### src/rtl/mem_stage_sequencer.sv
// Memory-stage sequencer for the pipelined LC-3b: drives the data-cache port for word,
// byte and pointer-chained (LDI/STI) accesses and stalls the pipeline while one is in flight.
module mem_stage_sequencer #(
    parameter int ADDR_W       = 16,
    parameter int DATA_W       = 16,
    parameter int NUM_STAGES   = 4,
    parameter int MAX_INDIRECT = 1,
    parameter int DEPTH_W      = (MAX_INDIRECT > 0) ? $clog2(MAX_INDIRECT + 1) : 1
) (
    input  logic                  clk,
    input  logic                  rst,
    input  logic                  req_valid,
    input  logic                  req_st,
    input  logic                  req_byte,
    input  logic [DEPTH_W-1:0]    req_depth,
    input  logic [ADDR_W-1:0]     req_addr,
    input  logic [DATA_W-1:0]     req_wdata,
    output logic                  mem_read,
    output logic                  mem_write,
    output logic [ADDR_W-1:0]     mem_address,
    output logic [DATA_W-1:0]     mem_wdata,
    output logic [1:0]            mem_byte_enable,
    input  logic [DATA_W-1:0]     mem_rdata,
    input  logic                  mem_resp,
    output logic [DATA_W-1:0]     rdata,
    output logic                  rdata_valid,
    output logic                  done,
    output logic                  busy,
    output logic [NUM_STAGES-1:0] stage_enable
);
    typedef enum logic [1:0] {IDLE, PTR, ACCESS, DONE} state_t;

    localparam logic [DEPTH_W-1:0] MAX_D = DEPTH_W'(MAX_INDIRECT);

    state_t              state;
    logic [DEPTH_W-1:0]  cnt;
    logic [ADDR_W-1:0]   cur_addr;
    logic                st_q;
    logic                byte_q;
    logic [DATA_W-1:0]   wdata_q;
    logic [DEPTH_W-1:0]  depth_sat;

    assign depth_sat = (req_depth > MAX_D) ? MAX_D : req_depth;

    always_ff @(posedge clk or posedge rst) begin
        if (rst) begin
            state    <= IDLE;
            cnt      <= '0;
            cur_addr <= '0;
            st_q     <= 1'b0;
            byte_q   <= 1'b0;
            wdata_q  <= '0;
            rdata    <= '0;
        end else begin
            case (state)
                IDLE: if (req_valid) begin
                    st_q     <= req_st;
                    byte_q   <= req_byte;
                    wdata_q  <= req_wdata;
                    cur_addr <= req_addr;
                    cnt      <= depth_sat;
                    state    <= (depth_sat != '0) ? PTR : ACCESS;
                end
                PTR: if (mem_resp) begin
                    // the fetched word becomes the address for the next level
                    cur_addr <= ADDR_W'(mem_rdata);
                    cnt      <= cnt - DEPTH_W'(1);
                    if (cnt == DEPTH_W'(1)) state <= ACCESS;
                end
                ACCESS: if (mem_resp) begin
                    if (!st_q) begin
                        if (!byte_q)
                            rdata <= mem_rdata;
                        else if (cur_addr[0])
                            rdata <= {{(DATA_W-8){1'b0}}, mem_rdata[15:8]};
                        else
                            rdata <= {{(DATA_W-8){1'b0}}, mem_rdata[7:0]};
                    end
                    state <= DONE;
                end
                DONE: state <= IDLE;
                default: state <= IDLE;
            endcase
        end
    end

    // Bus controls decode from the state register, so they hold steady until mem_resp.
    always_comb begin
        mem_read        = 1'b0;
        mem_write       = 1'b0;
        mem_address     = cur_addr;
        mem_byte_enable = 2'b11;
        mem_wdata       = wdata_q;
        case (state)
            PTR: begin
                mem_read    = 1'b1;
                mem_address = {cur_addr[ADDR_W-1:1], 1'b0};
            end
            ACCESS: begin
                mem_read  = !st_q;
                mem_write = st_q;
                if (byte_q) begin
                    mem_byte_enable = cur_addr[0] ? 2'b10 : 2'b01;
                    mem_wdata       = {wdata_q[7:0], wdata_q[7:0]};
                end else begin
                    mem_address = {cur_addr[ADDR_W-1:1], 1'b0};
                end
            end
            default: ;
        endcase
    end

    assign busy        = (state != IDLE);
    assign done        = (state == DONE);
    assign rdata_valid = done && !st_q;

    // Stall from the accept cycle until DONE releases the instruction.
    always_comb begin
        if (rst)
            stage_enable = '1;
        else if (state == PTR || state == ACCESS || (state == IDLE && req_valid))
            stage_enable = '0;
        else
            stage_enable = '1;
    end
endmodule

### config.mk
export PLATFORM = sky130hd
export DESIGN_NAME = mem_stage_sequencer
export DESIGN_NICKNAME = d
export VERILOG_FILES = /design/src/rtl/mem_stage_sequencer.sv
export SDC_FILE = /design/constraint.sdc
export NUM_CORES = 1
export LEC_CHECK = 0
export ABC_AREA = 1
export CAP_MARGIN = 20
export CORE_UTILIZATION = 32
export CTS_BUF_LIST = sky130_fd_sc_hd__clkbuf_16
export DETAILED_ROUTE_END_ITERATION = 12
export PLACE_DENSITY = 0.64
export SETUP_SLACK_MARGIN = 0.02
export SLEW_MARGIN = 15
export SYNTH_ARGS = -nofsm -noshare
export SYNTH_HDL_FRONTEND = slang
export SYNTH_SLANG_ARGS = --single-unit
### constraint.sdc
create_clock -name clk -period 2.9 [get_ports clk]
set_clock_uncertainty 0.1 [all_clocks]
set_input_delay 0.58 -clock clk [delete_from_list [all_inputs] [get_ports clk]]
set_output_delay 0.58 -clock clk [all_outputs]
set_load 0.01 [all_outputs]
* Word level (Yosys, flattened, before mapping)
Index checks and enable logic that the tools add are counted.
** Operators by class
- Add/subtract/negate cells :: 1
- $lt $le $gt $ge :: 1
- Eq/ne operators :: 7
- Muxes and demuxes :: 26
- Bitwise gates (word level) :: 1
- Reductions and logical operators :: 12
** Operators by type and width (count)
- 2-to-1 mux 16 bit :: 5
- one-hot mux 16 bit (2 select lines) :: 1
- 2-to-1 mux 2 bit :: 8
- 2-to-1 mux 4 bit :: 2
- 2-to-1 mux 8 bit :: 1
- != test 2 bit, second input constant :: 4
- one-hot mux 2 bit (4 select lines) :: 1
- one-hot mux 1 bit (2 select lines) :: 3
- AND reduction 3 bit :: 2
- 2-to-1 mux 1 bit :: 5
- equality test 2 bit, second input constant :: 2
- AND reduction 4 bit :: 1
- nonzero test 2 bit :: 2
- equality test 2 x 1 -> 1 bit, second input constant :: 1
- logical AND 1 bit :: 2
- zero test 2 bit :: 1
- logical OR 1 bit :: 2
- AND reduction 2 bit :: 1
- greater-than comparator 1 bit, second input constant :: 1
- zero test 1 bit :: 1
- inverter 1 bit :: 1
- subtractor 1 bit, second input constant :: 1
** Storage, ports and cells
- Bits in registers :: 53
- Bits of input ports :: 55
- Output and inout port bits :: 59

* Longest topological paths before layout
- Depth after elaboration :: 5
- Depth in mapped cells :: 9
- Mapped depth without buffers :: 8

* Worst setup path before layout
Ideal clock, no wire load.
- Path kind :: input to output
- Start point :: input port rst
- End point :: output port stage_enable[1]
- Data arrival time :: 2.578 ns
- Data required time :: 2.220 ns
- Slack :: -0.358 ns
- Stages :: 3
- Buffers on the path :: 1
- Cell sequence :: inv_1 -> o21ai_0 -> buf_4
** Between the ends
- Cells in the longest elaborated chain, start to end :: 1
** Ends and longest elaborated chain
- from (decl) :: RTL line 11 : input logic rst,
- 2-to-1 mux 4 bit :: RTL line 119 : if (rst)
- to (decl) :: RTL line 29 : output logic [NUM_STAGES-1:0] stage_enable
Every way passes these cells.

* Worst setup path in the final report
- Start point :: register state[0]
- End point :: output port stage_enable[1]
** Between the ends
- Cells in the longest elaborated chain, start to end :: 5
** Ends and longest elaborated chain
- from (decl) :: RTL line 35 : state_t state;
- from (signal assigned) :: RTL line 62 : state <= (depth_sat != '0) ? PTR : ACCESS;
- equality test 2 x 1 -> 1 bit, or another cell as far along :: RTL line 121 : else if (state == PTR || state == ACCESS || (state == IDLE && req_valid))
- logical OR 1 bit or logical AND 1 bit (tied branches) :: RTL line 121
- logical OR 1 bit * :: RTL line 121
- 2-to-1 mux 4 bit * :: RTL line 121
- 2-to-1 mux 4 bit * :: RTL line 119
Mark *: on every way between the ends. The rest lies on a longest branch, timed or not.

==> results.json <==
{
  "reg2reg_from": "state[1]$_DFFE_PP0P_",
  "setup_tns_ps": 0,
  "maxSlewViolCount": 0,
  "ir_worst_vdd_mv": 0.352,
  "viasPerCell": 4.48,
  "required_ps": 2220,
  "max_slew.worst_pin.slew_ps": 678,
  "fin_hold_ws_ps": 371,
  "clk_pin_slew_ps": 60,
  "path_buf_inv": 4,
  "route.met3.wl_um": 344,
  "r2r_end": "cur_addr[9]$_DFFE_PP0P_",
  "die_w_um": 97.0,
  "postSynthCellCount": 396,
  "synth_area_leaders": "dfrtp_1 (46%), nand2_1 (28%), buf_4 (7.0%)",
  "crit_path_end_kind": "output port",
  "slew_headroom": 0.548,
  "async_flop_share": 1.00,
  "dieHeight_um": 97.0,
  "first_global_vias": 2662,
  "p_leak_nw": 2.10,
  "holdPathStages": 2,
  "syn-num-nets": 458,
  "layout_min_cycle_time_ps": 2720,
  "clkLatencyLatePin_ps": 290,
  "synth_ff_type": "dfrtp_1",
  "drive_gt1_frac": 0.0512,
  "wl_met1_um": 3950,
  "mappedNetlistArea_mm2": 0.00289,
  "netlist.area_leader.share": 0.460,
  "status": "finished clean",
  "crit_top_cell": "inv_1",
  "row_count": 34,
  "clock-sinks": 53,
  "setup_viol": 0,
  "worstPathMaxFanout": 5,
  "drv_cap": 0,
  "yosysTopAreaCell": "dfrtp_1",
  "route.detailed.drc": 0,
  "fin_cells": 596,
  "placed_cells": 588,
  "core_area_mm2": 0.00872,
  "place.gp.congestion": 0.865,
  "fillerInstances": 863,
  "crit_path_max_incr_delay_ps": 540,
  "cts_made_buffers": 5,
  "htreeDepth": 2,
  "layout-area-overhead-vs-synth_pct": 42.9,
  "grt_pass1_wl_um": 13300,
  "grt_use_total": 0.174,
  "antenna_found_initial": 0,
  "r2r_setup_slack_ps": 930,
  "antenna_cells": 0,
  "drtAntennaViolNets": 0,
  "dieArea_mm2": 0.00940,
  "drtPass1Iterations": 6,
  "critPathLaunchType": "flop",
  "hp-class": "reg -> reg",
  "root_buffer": "clkbuf_16",
  "path_delay_family": "buffers and inverters",
  "wl_per_cell_um": 13.4,
  "timing.final.crit_share": 0.936,
  "critPathSlowestCell": "clkdlybuf4s50_1",
  "finalHoldViolations": 0,
  "clock_path_buffers": 2,
  "cts_setup_buffers": 0,
  "met2WireLength_um": 3580,
  "rsz0062_at_grt": "false",
  "routed_wl_um": 7990,
  "drt_iter0_markers": 144,
  "syn_avg_cell_area_um2": 7.29,
  "vias": 2668,
  "cp_cell_sequence": "inv_1, ha_1, nand2_1, inv_1, o21ai_0, buf_4, clkdlybuf4s50_1",
  "grt_max_degree": 54,
  "holdCritStartpoint": "cur_addr[11]$_DFFE_PP0P_",
  "synth_edf_count": 0,
  "cp.depth": 7,
  "yosys_warnings": 0,
  "critPathKind": "reg -> out",
  "critPathArrivalTime_ps": 2040,
  "hpwlAfterDp_um": 6050,
  "yosysSeqAreaShare": 0.460,
  "fmax_mhz": 368,
  "ys_ff_latch": 53,
  "cts_tree": "built",
  "ys_types": 19,
  "powerDensity_mw_per_mm2": 1050,
  "start_util": 0.331,
  "min_to": "cur_addr[11]$_DFFE_PP0P_",
  "gr-total-overflow": 0,
  "io_pins": 114,
  "reg2reg_depth": 7,
  "highest-signal-layer": "met4",
  "netlist_top_cells_count": "nand2_1 (214), dfrtp_1 (53), buf_4 (27), nand3_1 (27), inv_1 (23)",
  "nets": 549,
  "io_buffers": 113,
  "synth.most_common_cell": "nand2_1",
  "hold_buffers": 0
}
-- sequential cells by signal, indices dropped and copies added, names as in the netlist --
signal and flops:
byte_q 1, cnt 1, rdata 16, cur_addr 16, wdata_q 16, state 2, st_q 1
-- worst register-to-register path, stage by stage (launching register included) --
cell	delay, ps
dfrtp_2	400
inv_1	100
ha_1	220
buf_4	210
o21ai_4	440
nand2_4	230
nand2_1	120
nand2_1	50
-- metal layers --
| metal | up-vias | GRT usage |
|---|---|---|
| met5 | - | 0 |
| met2 | 67 | 0.276 |
| met3 | 7 | 0.0282 |
| met4 | 0 | 0.0482 |
| li1 | 1355 | - |
| met1 | 1239 | 0.247 |
-- what timing repair did --
action	4_1_cts	5_1_grt
resized for setup	0	3
hold endpoints to repair	0	0
setup endpoints to repair	0	14
-- logic make-up after synthesis --
kind of cell / synth area share
fa+ha+maj: 0.0304
simple gates: 0.345
buf+inv: 0.130
flops: 0.460
compound gates: 0.0356
-- report_power, final --
group	switching, mW	total, mW	internal, mW
clock network	0.254	0.656	0.401
logic	1.21	2.34	1.13
registers	0.231	1.33	1.10
-- cell type report --
class / count / area [um2] / area share
Multi-Input combinational cell: 277 / 1180 / 0.287
Timing Repair Buffer: 122 / 1200 / 0.291
Inverter: 28 / 113 / 0.0273
Clock buffer: 5 / 125 / 0.0303
Sequential cell: 53 / 1330 / 0.322
Clock inverter: 3 / 37.5 / 0.00910
Tap cell: 108 / 135 / 0.0328
-- metrics by stage --
stage               total power, mW  setup WS [ps]   util  area (um2)
floorplan                      2.76            183      -        2890
detailed placement             3.68            227  0.453        3950
global placement               3.64            229  0.453        3950
global route                   4.69           49.6  0.473        4120
finish                         4.32            184  0.473        4120
CTS                            4.37            137  0.472        4120
-- cell usage in the layout, fill, tap and decap left out, types with 3 or more instances in the layout --
cell type	instances
nor2_1	9
buf_4	9
clkdlybuf4s50_1	113
inv_2	3
ha_1	7
clkbuf_16	5
nand3_1	27
nand2_1	214
o21ai_0	13
inv_1	23
dfrtp_1	51
-- worst max-delay path by stage --
stage	start	slack [ps]	to
floorplan	rst	180	stage_enable[1]
global placement	rst	230	stage_enable[0]
detailed placement	rst	230	stage_enable[1]
CTS	state[0]$_DFFE_PP0P_	140	mem_byte_enable[0]
global route	state[0]$_DFFE_PP0P_	50	mem_wdata[9]
finish	state[0]$_DFFE_PP0P_	180	stage_enable[1]
(Power assumes the default switching activity.)
